--- config.mk ---
export PLATFORM = sky130hd
export DESIGN_NAME = mem_initializer
export DESIGN_NICKNAME = d
export VERILOG_FILES = /design/src/rtl/mem_init_pkg.sv /design/src/rtl/mem_initializer_rise_detect.sv /design/src/rtl/mem_initializer.sv
export SDC_FILE = /design/constraint.sdc
export NUM_CORES = 1
export LEC_CHECK = 0
export CAP_MARGIN = 20
export CORE_MARGIN = 4
export CORE_UTILIZATION = 31
export CTS_CLUSTER_DIAMETER = 80
export DETAILED_ROUTE_END_ITERATION = 12
export SLEW_MARGIN = 20
export SYNTH_ARGS = -nofsm -noshare
export SYNTH_HDL_FRONTEND = slang
export SYNTH_SLANG_ARGS = --single-unit
--- constraint.sdc ---
create_clock -name clk -period 3.74 [get_ports clk]
set_input_delay 0.561 -clock clk [delete_from_list [all_inputs] [get_ports clk]]
set_output_delay 0.561 -clock clk [all_outputs]
set_load 0.005 [all_outputs]
--- src/rtl/mem_init_pkg.sv ---
// Shared types for the memory fill engine: pattern selector and control FSM states.
package mem_init_pkg;

    typedef enum logic [1:0] {
        IDENTITY = 2'd0,
        FILL     = 2'd1,
        RAMP     = 2'd2,
        DESCEND  = 2'd3
    } mode_t;

    typedef enum logic [1:0] {
        IDLE  = 2'd0,
        WRITE = 2'd1,
        DONE  = 2'd2
    } state_t;

endpackage

--- src/rtl/mem_initializer_rise_detect.sv ---
// Single-register rising-edge detector; the output pulses for one cycle per low-to-high input transition.
module rise_detect (
    input  logic clk,
    input  logic reset_n,
    input  logic in_i,
    output logic out_o
);

    logic in_q;

    always_ff @(posedge clk or negedge reset_n) begin
        if (!reset_n) begin
            in_q <= 1'b0;
        end else begin
            in_q <= in_i;
        end
    end

    assign out_o = in_i & ~in_q;

endmodule

--- src/rtl/mem_initializer.sv ---
// Memory fill engine: writes one pattern word per clock into addresses 0..DEPTH-1 of a single-port RAM.
module mem_initializer
    import mem_init_pkg::*;
#(
    parameter int ADDR_WIDTH = 8,
    parameter int DATA_WIDTH = 8,
    parameter int DEPTH      = 256
) (
    input  logic                  clk,
    input  logic                  reset_n,
    input  logic                  start,
    input  logic                  abort,
    input  logic [1:0]            mode,
    input  logic [DATA_WIDTH-1:0] fill_value,
    input  logic [DATA_WIDTH-1:0] step,
    output logic                  write_enable,
    output logic [ADDR_WIDTH-1:0] address,
    output logic [DATA_WIDTH-1:0] ram_in,
    output logic                  busy,
    output logic                  finished,
    output logic                  aborted
);

    if (DEPTH < 2 || longint'(DEPTH) > (longint'(1) << ADDR_WIDTH)) begin : g_bad_depth
        $error("mem_initializer: DEPTH must lie in 2 .. 2**ADDR_WIDTH");
    end

    localparam logic [ADDR_WIDTH-1:0] LAST_ADDR  = ADDR_WIDTH'(DEPTH - 1);
    localparam logic [DATA_WIDTH-1:0] DESC_FIRST = DATA_WIDTH'(DEPTH - 1);

    state_t                  state_q;
    logic [ADDR_WIDTH-1:0]   cnt_q;
    logic [DATA_WIDTH-1:0]   acc_q;
    logic [DATA_WIDTH-1:0]   inc_q;
    logic                    we_q;
    logic                    aborted_q;
    logic                    start_rise;
    logic [DATA_WIDTH-1:0]   first_d;
    logic [DATA_WIDTH-1:0]   inc_d;

    rise_detect u_start_rise (
        .clk     (clk),
        .reset_n (reset_n),
        .in_i    (start),
        .out_o   (start_rise)
    );

    // Only the first word and the per-word increment depend on the mode; the
    // accumulator then needs a single adder for every pattern (FILL adds zero).
    always_comb begin
        first_d = '0;
        inc_d   = '0;
        case (mode_t'(mode))
            IDENTITY: begin first_d = '0;         inc_d = DATA_WIDTH'(1); end
            FILL:     begin first_d = fill_value; inc_d = '0;             end
            RAMP:     begin first_d = fill_value; inc_d = step;           end
            DESCEND:  begin first_d = DESC_FIRST; inc_d = '1;             end
            default:  begin first_d = '0;         inc_d = '0;             end
        endcase
    end

    always_ff @(posedge clk or negedge reset_n) begin
        if (!reset_n) begin
            state_q   <= IDLE;
            cnt_q     <= '0;
            acc_q     <= '0;
            inc_q     <= '0;
            we_q      <= 1'b0;
            aborted_q <= 1'b0;
        end else begin
            aborted_q <= 1'b0;
            case (state_q)
                IDLE: begin
                    if (start_rise) begin
                        state_q <= WRITE;
                        cnt_q   <= '0;
                        acc_q   <= first_d;
                        inc_q   <= inc_d;
                        we_q    <= 1'b1;
                    end
                end
                WRITE: begin
                    // abort takes precedence over the terminal count
                    if (abort) begin
                        state_q   <= IDLE;
                        cnt_q     <= '0;
                        acc_q     <= '0;
                        we_q      <= 1'b0;
                        aborted_q <= 1'b1;
                    end else if (cnt_q == LAST_ADDR) begin
                        state_q <= DONE;
                        cnt_q   <= '0;
                        acc_q   <= '0;
                        we_q    <= 1'b0;
                    end else begin
                        cnt_q <= cnt_q + ADDR_WIDTH'(1);
                        acc_q <= acc_q + inc_q;
                    end
                end
                DONE: begin
                    state_q <= IDLE;
                end
                default: begin
                    state_q <= IDLE;
                    cnt_q   <= '0;
                    acc_q   <= '0;
                    we_q    <= 1'b0;
                end
            endcase
        end
    end

    assign write_enable = we_q;
    assign address      = cnt_q;
    assign ram_in       = acc_q;
    assign aborted      = aborted_q;
    assign busy         = (state_q == WRITE);
    assign finished     = (state_q == DONE);

endmodule
==> results of run 1 <==
[power groups by stage]
stage	logic (mW)	clock network (mW)	registers, mW
2_1_floorplan	0.181	0	0.400
3_3_place_gp	0.310	0	0.408
3_5_place_dp	0.316	0	0.407
4_1_cts	0.317	0.271	0.402
5_1_grt	0.355	0.288	0.408
6_report	0.313	0.264	0.401
[worst reg2reg max path, delay by kind of cell, from the launching register on]
family / cells / cell delay, ps
AOI/OAI and AO/OA: 4 / 660
xor gates and xnor gates: 1 / 180
adders and majority gates: 2 / 660
DFF: 1 / 390
[per-stage QoR]
| step | instances | utilization (%) | total power [mW] | setup slack (ps) | instance area, um^2 |
|---|---|---|---|---|---|
| 6_report | 299 | 43.4 | 0.978 | 1530 | 2250 |
| 5_1_grt | 299 | 43.4 | 1.05 | 1420 | 2250 |
| 4_1_cts | 299 | 43.4 | 0.991 | 1530 | 2250 |
| 3_5_place_dp | 292 | 41.8 | 0.723 | 1230 | 2160 |
| 3_3_place_gp | 292 | 41.8 | 0.718 | 1300 | 2160 |
| 2_1_floorplan | 185 | - | 0.581 | 1850 | 1680 |
[layout by cell type (no fill, tap or decap), types with 5 or more instances in the layout]
| master | count |
|---|---|
| o21ai_0 | 18 |
| nor2_1 | 13 |
| dfrtp_1 | 29 |
| clkbuf_8 | 6 |
| ha_1 | 11 |
| clkdlybuf4s50_1 | 41 |
| inv_1 | 6 |
| xor2_1 | 5 |
| a21oi_1 | 27 |
| nand2_1 | 25 |
[state kept, by name, indices dropped and copies added (netlist names)]
name / count
inc_q: 8
address: 8
ram_in: 8
state_q: 2
write_enable: 1
u_start_rise.in_q: 1
aborted: 1
[synthesized netlist by cell type (all sizes together)]
library cell | n | share of area (%)
nand2b | 3 | 1.1
ha | 11 | 8.2
nand4b | 1 | 0.52
nor3b | 2 | 1.5
a21oi | 27 | 8.1
nor4 | 1 | 0.37
o221ai | 4 | 2.1
xnor2 | 2 | 1.0
mux2i | 2 | 1.2
nor2 | 13 | 2.9
nand3 | 3 | 0.89
nor2b | 2 | 0.75
xor2 | 5 | 2.6
nand2 | 25 | 5.6
a211o | 1 | 0.52
a21o | 3 | 1.3
nor3 | 4 | 1.2
fa | 1 | 1.2
o31ai | 2 | 1.2
and2 | 1 | 0.37
o21ai | 19 | 5.7
o211ai | 1 | 0.45
dfrtp | 29 | 43
or3 | 1 | 0.37
nand3b | 1 | 0.45
or2 | 2 | 0.90
a22o | 1 | 0.52
o21bai | 1 | 0.45
clkbuf | 2 | 0.45
inv | 6 | 1.3
o21a | 1 | 0.45
a211oi | 2 | 0.89
and3 | 2 | 0.75
buf | 4 | 1.4
[per-layer routing]
layer	vias to the layer above	part of all wire, %	GRT usage (%)
met5	-	0	0
met4	0	1.9	6.98
met3	7	6.2	3.40
met2	45	45	21.8
met1	682	47	17.2
li1	740	-	-
[cell type report]
class	count	area share (%)
clock buffer	7	3.84
tap	70	3.90
timing repair buffer	43	18.9
multi-input combinational	144	40.0
sequential	29	32.3
inverter	6	1.00
[logic make-up (layout without fill, tap and decap cells)]
group	after synthesis	in the layout	synth area share (%)
AO/OA/AOI/OAI	62	62	21.6
XOR/XNOR	7	7	3.65
adder cells (fa/ha/maj)	12	12	9.40
multiplexers	2	2	1.19
flip-flops	29	29	43.3
buffers and inverters	12	56	3.21
AND/OR/NAND/NOR	61	61	17.7
[worst min path at each step]
stage / endpoint / startpoint / depth (start not counted)
2_1_floorplan: aborted / reset_n / 0
3_3_place_gp: inc_q[2] / inc_q[2] / 2
3_5_place_dp: inc_q[5] / inc_q[5] / 2
4_1_cts: inc_q[5] / inc_q[5] / 2
5_1_grt: inc_q[2] / inc_q[2] / 2
6_report: inc_q[5] / inc_q[5] / 2
==> out/metrics.cfg, run 1 <==
[outcome]
outcome = finished, final reports clean

[floorplanning]
floorplan.die.width_um = 81.6
die_height_um = 81.6
initial_core_util_pct = 32.4
io_pins = 42
fp.dieArea_um2 = 6650
floorplan_row_count = 26
core-area_um2 = 5170

[pwr]
internal_power_mw = 0.670
clkPwrFrac_pct = 27.0
netSwitchingPower_mw = 0.307
sw_frac_of_total_pct = 31.4
power.share.combinational_pct = 32.0
power_density_nw_per_um2 = 435
seq_power_share_pct = 41.0
p_leak_nw = 0.978
max-vdd-ir-drop_mv = 0.186

[layout]
final_nets = 263
seqCellArea_um2 = 726
insertedDiodeCount = 0
drive_gt1_share_pct = 5.68
filler_cell_count = 529
multiInputGateArea_um2 = 898
area_growth_syn_to_layout_pct = 33.9

[detailed_routing]
viasPerCell = 4.93
total_vias_in_the_final_route = 1474
avgRoutedWirePerCell_um = 13.6
detail_route.first_pass.iterations = 6
route.antenna.remaining_nets = 0
drc = 0
finalWirelength_mm = 4.07
drt_first_iter_violations = 61

[place]
numPortBuffers = 41
globalplace.congestion = 0.807
hpwl_mm = 3.00

[clock_network]
clockRootBuffer = clkbuf_8
cts_setup_buffers = 0
tritoncts_clock_tree = done
cts-htree-levels = 2
cts.clk_slew.worst_paths_ps = 60
total_clock_buffers_created_by_cts = 5
clock_insertion_delay_worst_skew_ps = 280
cts_max_path_buffers = 2
cts-hold-fix-buffers = 0
post_cts_repair_resize_count = 0
tritoncts_num_sinks = 29

[sta]
final.setup_skew_ps = 4.06
rsz0062_at_grt = no
slew_viol_final = 0
timing.max_slew.rel_slack_pct = 50.2
worst_pin_slew_ps = 742
max_freq_mhz = 453
summed_negative_setup_slack_over_all_endpoints_ps = 0
final_min_period_over_clock_period_pct = 59.0
finalSetupViolCount = 0
finalWorstPathRequiredPeriod_ps = 2210
hold_ws_ps = 495
final_hold_violating_endpoints = 0

[grt]
globalRouteTotalUtil_pct = 13.7
first_global_vias = 1494
grt_max_degree = 30
first_pass_grt_wire_length_mm = 6.98
overflow = 0
grt_antenna_before_repair = 0

[setup_path]
critical-path-max-stage-delay_ps = 480
worstRegToRegCells = 7
cpLargestDelayFamily = simple AND/OR/NAND/NOR gates
slowest_stage_cell_cp = clkdlybuf4s50_1
timing.rr.start = ram_in[0]
worstSetupEndpointType = flip-flop
critical_path_peak_fanout = 13
worstPathCellList = clkdlybuf4s50_1 -> inv_1 -> ha_1 -> or3_1 -> or2_4 -> a211oi_1 -> a21oi_1
cp_num_buf_inv = 2
type_of_element_launching_the_critical_path = primary input
startpoint = mode[0]
ff2ff_setup_slack_ps = 1680
worst_endpoint_data_arrival_time_ps = 2360
timing_worst_setup_path_type = primary input to flip-flop
worst_setup_path_endpoint = inc_q[0]
critical_path_cell_count = 7
crit-reg2reg-capture = ram_in[6]
data_required_time_of_the_worst_path_ps = 3890

[logic_synthesis]
synth.yosys.warnings = 0
post_synth.cell_area_avg_um2 = 9.07
postSynthNetCount = 219
ys_ff_latch = 29
post_synth_instance_area_um2 = 1680
synth_sequential_area_ratio_pct = 43.3
netlist-cell-type-count = 39
syn_inst = 185

[min_path]
hold_class = flip-flop to flip-flop

[job]
max-cap-violations = 0

Note: power is estimated with default switching activity, not from simulation.
==> run 2, diff against run 1 <==
clock period = 2.3 ns   (was 3.74 ns; I/O delays follow)
==> run 2 against run 1 <==
Against the previous run:
- final cell count grew 1.0%
- first-iteration DRC count is 36% higher
- clock power increased by 53%
- global-route usage fell by 0.18 points
- utilization up 0.22 points
- die area stayed put
- highest routed layer unchanged
==> out/metrics.cfg, run 2 (synthesis results as in run 1) <==
[detailed_routing]
drt_first_iter_violations = 83  ; +36%
detail_route.first_pass.iterations = 4  ; -2
finalWirelength_mm = 4.13  ; +1.4%
drc = 0  ; unchanged
total_vias_in_the_final_route = 1488  ; +0.95%
route.antenna.remaining_nets = 0  ; unchanged
viasPerCell = 4.93  ; about the same
avgRoutedWirePerCell_um = 13.7  ; +0.42%

[layout]
filler_cell_count = 537  ; +1.5%
insertedDiodeCount = 0  ; unchanged
mostFrequentLayoutCell = clkdlybuf4s50_1
mostFrequentLayoutCells = clkdlybuf4s50_1 (41), dfrtp_1 (29), a21oi_1 (27)
final_nets = 265  ; +0.76%
seqCellArea_um2 = 726  ; unchanged
multiInputGateArea_um2 = 901  ; +0.28%
drive_gt1_share_pct = 6.47  ; +0.79 points
area_growth_syn_to_layout_pct = 34.5
stdcell_count = 302  ; +1.0%

[setup_path]
slowest_stage_cell_cp = fa_1
data_required_time_of_the_worst_path_ps = 2430  ; -1460 ps
critical-path-max-stage-delay_ps = 410  ; -70 ps
timing_worst_setup_path_type = flip-flop to flip-flop
worst_endpoint_data_arrival_time_ps = 2190  ; -170 ps
type_of_element_launching_the_critical_path = flip-flop
critical_path_peak_fanout = 3  ; -10
worstPathCellList = ha_1 -> fa_1 -> a21o_1 -> a21oi_1 -> o21ai_0 -> xnor2_1 -> o221ai_1
worstSetupEndpointType = flip-flop
worstRegToRegCells = 7  ; unchanged

[sta]
finalSetupViolCount = 0  ; unchanged
final.setup_skew_ps = 1.96  ; -2.10 ps
finalWorstPathRequiredPeriod_ps = 2060
timing.max_slew.rel_slack_pct = 54.8  ; +4.6 points
slew_viol_final = 0  ; unchanged
max_freq_mhz = 487
worst_pin_slew_ps = 677  ; -65.3 ps
summed_negative_setup_slack_over_all_endpoints_ps = 0  ; unchanged
final_min_period_over_clock_period_pct = 89.4
final_hold_violating_endpoints = 0  ; unchanged
rsz0062_at_grt = no

[pwr]
power_density_nw_per_um2 = 695  ; +60%
netSwitchingPower_mw = 0.499  ; +62%
seq_power_share_pct = 41.8  ; +0.8 points
clkPwrFrac_pct = 25.8  ; -1.2 points
sw_frac_of_total_pct = 31.8  ; +0.39 points
max-vdd-ir-drop_mv = 0.332  ; +78%
p_leak_nw = 0.983  ; +0.51%
internal_power_mw = 1.07  ; +60%
power.share.combinational_pct = 32.5  ; +0.5 points

[job]
max-cap-violations = 0  ; unchanged

[floorplanning]
core-area_um2 = 5170  ; unchanged
floorplan.die.width_um = 81.6  ; unchanged
io_pins = 42  ; unchanged
fp.dieArea_um2 = 6650  ; unchanged
die_height_um = 81.6  ; unchanged
floorplan_row_count = 26  ; unchanged
initial_core_util_pct = 32.4  ; unchanged

[clock_network]
tritoncts_num_sinks = 29  ; unchanged
cts-htree-levels = 2  ; unchanged
clockRootBuffer = clkbuf_8
clock_insertion_delay_worst_skew_ps = 280  ; about the same
cts.clk_slew.worst_paths_ps = 60  ; about the same
cts_setup_buffers = 0  ; unchanged
tritoncts_clock_tree = done
cts-hold-fix-buffers = 0  ; unchanged
total_clock_buffers_created_by_cts = 5  ; unchanged
cts_max_path_buffers = 2  ; unchanged
post_cts_repair_resize_count = 0  ; unchanged

[place]
hpwl_mm = 3.02  ; +0.73%
globalplace.congestion = 0.815  ; +0.98%
numPortBuffers = 41  ; unchanged
dpl.cell_count = 294  ; +0.68%

[grt]
first_global_vias = 1445  ; -3.3%
first_pass_grt_wire_length_mm = 6.87  ; -1.6%
overflow = 0  ; unchanged
use_met1_pct = 18.4  ; +1.2 points
grt_antenna_before_repair = 0  ; unchanged
globalRouteTotalUtil_pct = 13.5  ; -0.18 points
gr-max-usage-layer = met2
gr-usage-met3_pct = 3.84  ; +0.44 points
grt_max_degree = 30  ; unchanged
gr-usage-met2_pct = 20.4  ; -1.4 points

[min_path]
hold_class = primary input to asynchronous set/reset pin

[outcome]
outcome = finished, final reports clean

[run 2: cell types whose count changed in the layout (fill, tap and decap cells not counted), sizes merged]
| cell | previous run | this run |
|---|---|---|
| buf | 2 | 4 |
| clkbuf | 7 | 8 |
[run 2: routing by layer]
layer / routed length (um) / up-vias / part of all wire (%)
li1: - / 754 / -
met1: 1910 / 677 / 46
met2: 1870 / 49 / 45
met3: 280 / 8 / 6.8
met4: 68 / 0 / 1.6
met5: 0 / - / 0
[run 2: worst paths after layout]
kind	start	end	slack (ps)
min in group clk	inc_q[2]	inc_q[2]	490
max in group asynchronous	reset_n	ram_in[6]	1580
max reg2reg	ram_in[0]	ram_in[6]	240
max	ram_in[0]	ram_in[6]	240
min reg2reg	inc_q[2]	inc_q[2]	490
min	reset_n	state_q[1]	450
[run 2: worst max-delay path: cells and delay by family, from the launching register on]
family | cells | cell delay (ps)
AOI/OAI and AO/OA | 4 | 690
xor gates and xnor gates | 1 | 160
adders and majority gates | 2 | 650
DFF | 1 | 400
[run 2: power by group through the flow]
stage / clock network [mW] / registers (mW) / logic, mW
after floorplan: 0 / 0.651 / 0.294
after global routing: 0.442 / 0.667 / 0.580
after CTS: 0.411 / 0.657 / 0.516
after detailed placement: 0 / 0.665 / 0.512
final: 0.404 / 0.655 / 0.509
after global placement: 0 / 0.664 / 0.507
[run 2: area by class of cell]
class                           instances  area share, %
Multi-Input combinational cell        144           39.9
Sequential cell                        29           32.2
Timing Repair Buffer                   45           19.5
Tap cell                               70           3.88
Clock buffer                            8           3.55
Inverter                                6          0.998
[run 2: metrics by stage]
| step | area [um^2] | setup WS (ps) | hold WS [ps] | util (%) | total power [mW] |
|---|---|---|---|---|---|
| 2_1_floorplan | 1680 | 406 | 49.4 | - | 0.945 |
| 3_3_place_gp | 2170 | 29.6 | 476 | 42.0 | 1.17 |
| 3_5_place_dp | 2170 | 31.8 | 479 | 42.0 | 1.18 |
| 4_1_cts | 2250 | 224 | 462 | 43.6 | 1.58 |
| 5_1_grt | 2260 | 75.3 | 488 | 43.6 | 1.69 |
| 6_report | 2260 | 245 | 450 | 43.6 | 1.57 |
==> run 3, diff against run 2 <==
--- a/config.mk
+++ b/config.mk
@@ -7,6 +7,6 @@
 export LEC_CHECK = 0
 export CAP_MARGIN = 20
-export CORE_MARGIN = 4
-export CORE_UTILIZATION = 31
+export CORE_MARGIN = 2
+export CORE_UTILIZATION = 30
 export CTS_CLUSTER_DIAMETER = 80
 export DETAILED_ROUTE_END_ITERATION = 12
==> constraint.sdc (replaced) <==
create_clock -name clk -period 2.3 [get_ports clk]
set_input_delay 0.345 -clock clk [delete_from_list [all_inputs] [get_ports clk]]
set_output_delay 0.345 -clock clk [all_outputs]
set_load 0.01 [all_outputs]
==> run 3 against run 2 <==
Against the previous run:
- highest routed layer unchanged
- sequential power about the same
- register-to-register slack better by 30 ps
- utilization down 2.1 points
- count of clock-buffer cells in the layout unchanged
- critical path depth unchanged
- largest power group unchanged
- final cell count up 0.66%
- critical path type unchanged
- design area up 0.11%
- fmax up 1.5%
- clock skew up 1.2 ps
==> out/metrics.cfg, run 3 (synthesis results as in run 1) <==
[layout]
insertedDiodeCount = 0  ; unchanged
final_nets = 265  ; unchanged
mostFrequentLayoutCell = clkdlybuf4s50_1
seqCellArea_um2 = 726  ; unchanged
stdcell_count = 304  ; +0.66%
filler_cell_count = 569  ; +6.0%
area_growth_syn_to_layout_pct = 34.7
drive_gt1_share_pct = 6.47  ; unchanged
multiInputGateArea_um2 = 901  ; unchanged
mostFrequentLayoutCells = clkdlybuf4s50_1 (41), dfrtp_1 (29), a21oi_1 (27)

[sta]
summed_negative_setup_slack_over_all_endpoints_ps = 0  ; unchanged
max_freq_mhz = 494  ; +1.5%
rsz0062_at_grt = no
finalWorstPathRequiredPeriod_ps = 2030  ; -30.1 ps
final_min_period_over_clock_period_pct = 88.1  ; -1.3 points
slew_viol_final = 0  ; unchanged
timing.final.ws_setup_ps = 275  ; +30.1 ps
final.setup_skew_ps = 3.15  ; +1.19 ps
final_hold_violating_endpoints = 0  ; unchanged
finalSetupViolCount = 0  ; unchanged
timing.max_slew.rel_slack_pct = 54.9  ; +0.11 points
worst_pin_slew_ps = 675  ; -1.69 ps
hold_ws_ps = 446  ; -3.90 ps

[pwr]
p_leak_nw = 0.983  ; unchanged
total_power_mw = 1.59  ; +1.1%
max-vdd-ir-drop_mv = 0.269  ; -19%
power_density_nw_per_um2 = 702  ; +1.0%

[clock_network]
total_clock_buffers_created_by_cts = 5  ; unchanged
tritoncts_num_sinks = 29  ; unchanged
post_cts_repair_resize_count = 0  ; unchanged
cts_max_path_buffers = 2  ; unchanged
cts.clk_slew.worst_paths_ps = 60  ; about the same
cts-htree-levels = 2  ; unchanged
clockRootBuffer = clkbuf_8
tritoncts_clock_tree = done
cts-hold-fix-buffers = 0  ; unchanged
clock_insertion_delay_worst_skew_ps = 280  ; about the same
cts_setup_buffers = 0  ; unchanged

[setup_path]
timing.rr.start = ram_in[0]
critical-path-max-stage-delay_ps = 410  ; about the same
cp_num_buf_inv = 0  ; unchanged
type_of_element_launching_the_critical_path = flip-flop
worstRegToRegCells = 7  ; unchanged
slowest_stage_cell_cp = fa_1
worstSetupEndpointType = flip-flop
worstPathCellList = ha_1 -> fa_1 -> a21o_1 -> a21oi_1 -> o21ai_0 -> xnor2_1 -> o221ai_1
crit-reg2reg-capture = ram_in[6]
critical_path_peak_fanout = 3  ; unchanged
worst_endpoint_data_arrival_time_ps = 2170  ; -20 ps
data_required_time_of_the_worst_path_ps = 2450  ; +20 ps
ff2ff_setup_slack_ps = 270  ; +30 ps
cpLargestDelayFamily = compound AO/OA/AOI/OAI gates
timing_worst_setup_path_type = flip-flop to flip-flop

[detailed_routing]
detail_route.first_pass.iterations = 4  ; unchanged
drt_first_iter_violations = 54  ; -35%
finalWirelength_mm = 4.11  ; -0.51%
drc = 0  ; unchanged
viasPerCell = 4.88  ; -0.92%
avgRoutedWirePerCell_um = 13.5  ; -1.2%
total_vias_in_the_final_route = 1484  ; -0.27%
route.antenna.remaining_nets = 0  ; unchanged

[place]
numPortBuffers = 41  ; unchanged
hpwl_mm = 2.95  ; -2.2%
dp_worst_setup_slack_ps = 30.4  ; -1.37 ps
dpl.cell_count = 296  ; +0.68%
globalplace.congestion = 0.858  ; +5.2%

[floorplanning]
initial_core_util_pct = 30.8  ; -1.6 points
core-area_um2 = 5440  ; +5.2%
floorplan_row_count = 27  ; +3.8%
io_pins = 42  ; unchanged
floorplan.die.width_um = 78.8  ; -3.4%
die_height_um = 78.8  ; -3.4%
fp.dieArea_um2 = 6210  ; -6.7%

[grt]
globalRouteTotalUtil_pct = 14.3  ; +0.72 points
first_global_vias = 1479  ; +2.4%
first_pass_grt_wire_length_mm = 6.86  ; -0.10%
grt_antenna_before_repair = 0  ; unchanged
grt_max_degree = 30  ; unchanged
overflow = 0  ; unchanged

[job]
max-cap-violations = 0  ; unchanged

[outcome]
outcome = finished, final reports clean

[min_path]
hold_class = primary input to asynchronous set/reset pin

==> run 3: worst max path at each step <==
| stage | cells past startpoint | end | start | slack, ps |
|---|---|---|---|---|
| detailed placement | 6 | address[4] | start | 30 |
| finish | 7 | ram_in[6] | ram_in[0] | 270 |
| floorplan | 7 | ram_in[6] | ram_in[0] | 380 |
| global route | 7 | ram_in[6] | ram_in[0] | 170 |
| global placement | 6 | address[4] | start | 40 |
| CTS | 7 | ram_in[6] | ram_in[0] | 260 |
==> run 3: metal layers <==
layer / wire, um / global-route usage (%) / vias up / part of all wire (%)
li1: - / - / 750 / -
met1: 1980 / 18.2 / 689 / 48
met2: 1850 / 23.2 / 39 / 45
met3: 225 / 4.20 / 6 / 5.5
met4: 50 / 4.74 / 0 / 1.2
met5: 0 / 0 / - / 0
==> run 3: area by class of cell <==
class                           instances  area share (%)
Multi-Input combinational cell        144            39.9
Tap cell                               72            3.99
Sequential cell                        29            32.1
Inverter                                6           0.997
Clock buffer                            8            3.54
Timing Repair Buffer                   45            19.5
==> run 3: through the flow <==
step	instance area, um^2	util, %
after floorplan	1680	-
after global placement	2180	40.0
after detailed placement	2180	40.0
after CTS	2260	41.5
after global routing	2260	41.5
final	2260	41.5
==> run 3: where the power goes <==
| part | switching, mW | leakage (nW) | internal [mW] |
|---|---|---|---|
| Combinational | 0.260 | 0.562 | 0.270 |
| Clock | 0.185 | 0.0395 | 0.214 |
| Sequential | 0.0702 | 0.381 | 0.585 |
| Total | 0.516 | 0.983 | 1.07 |
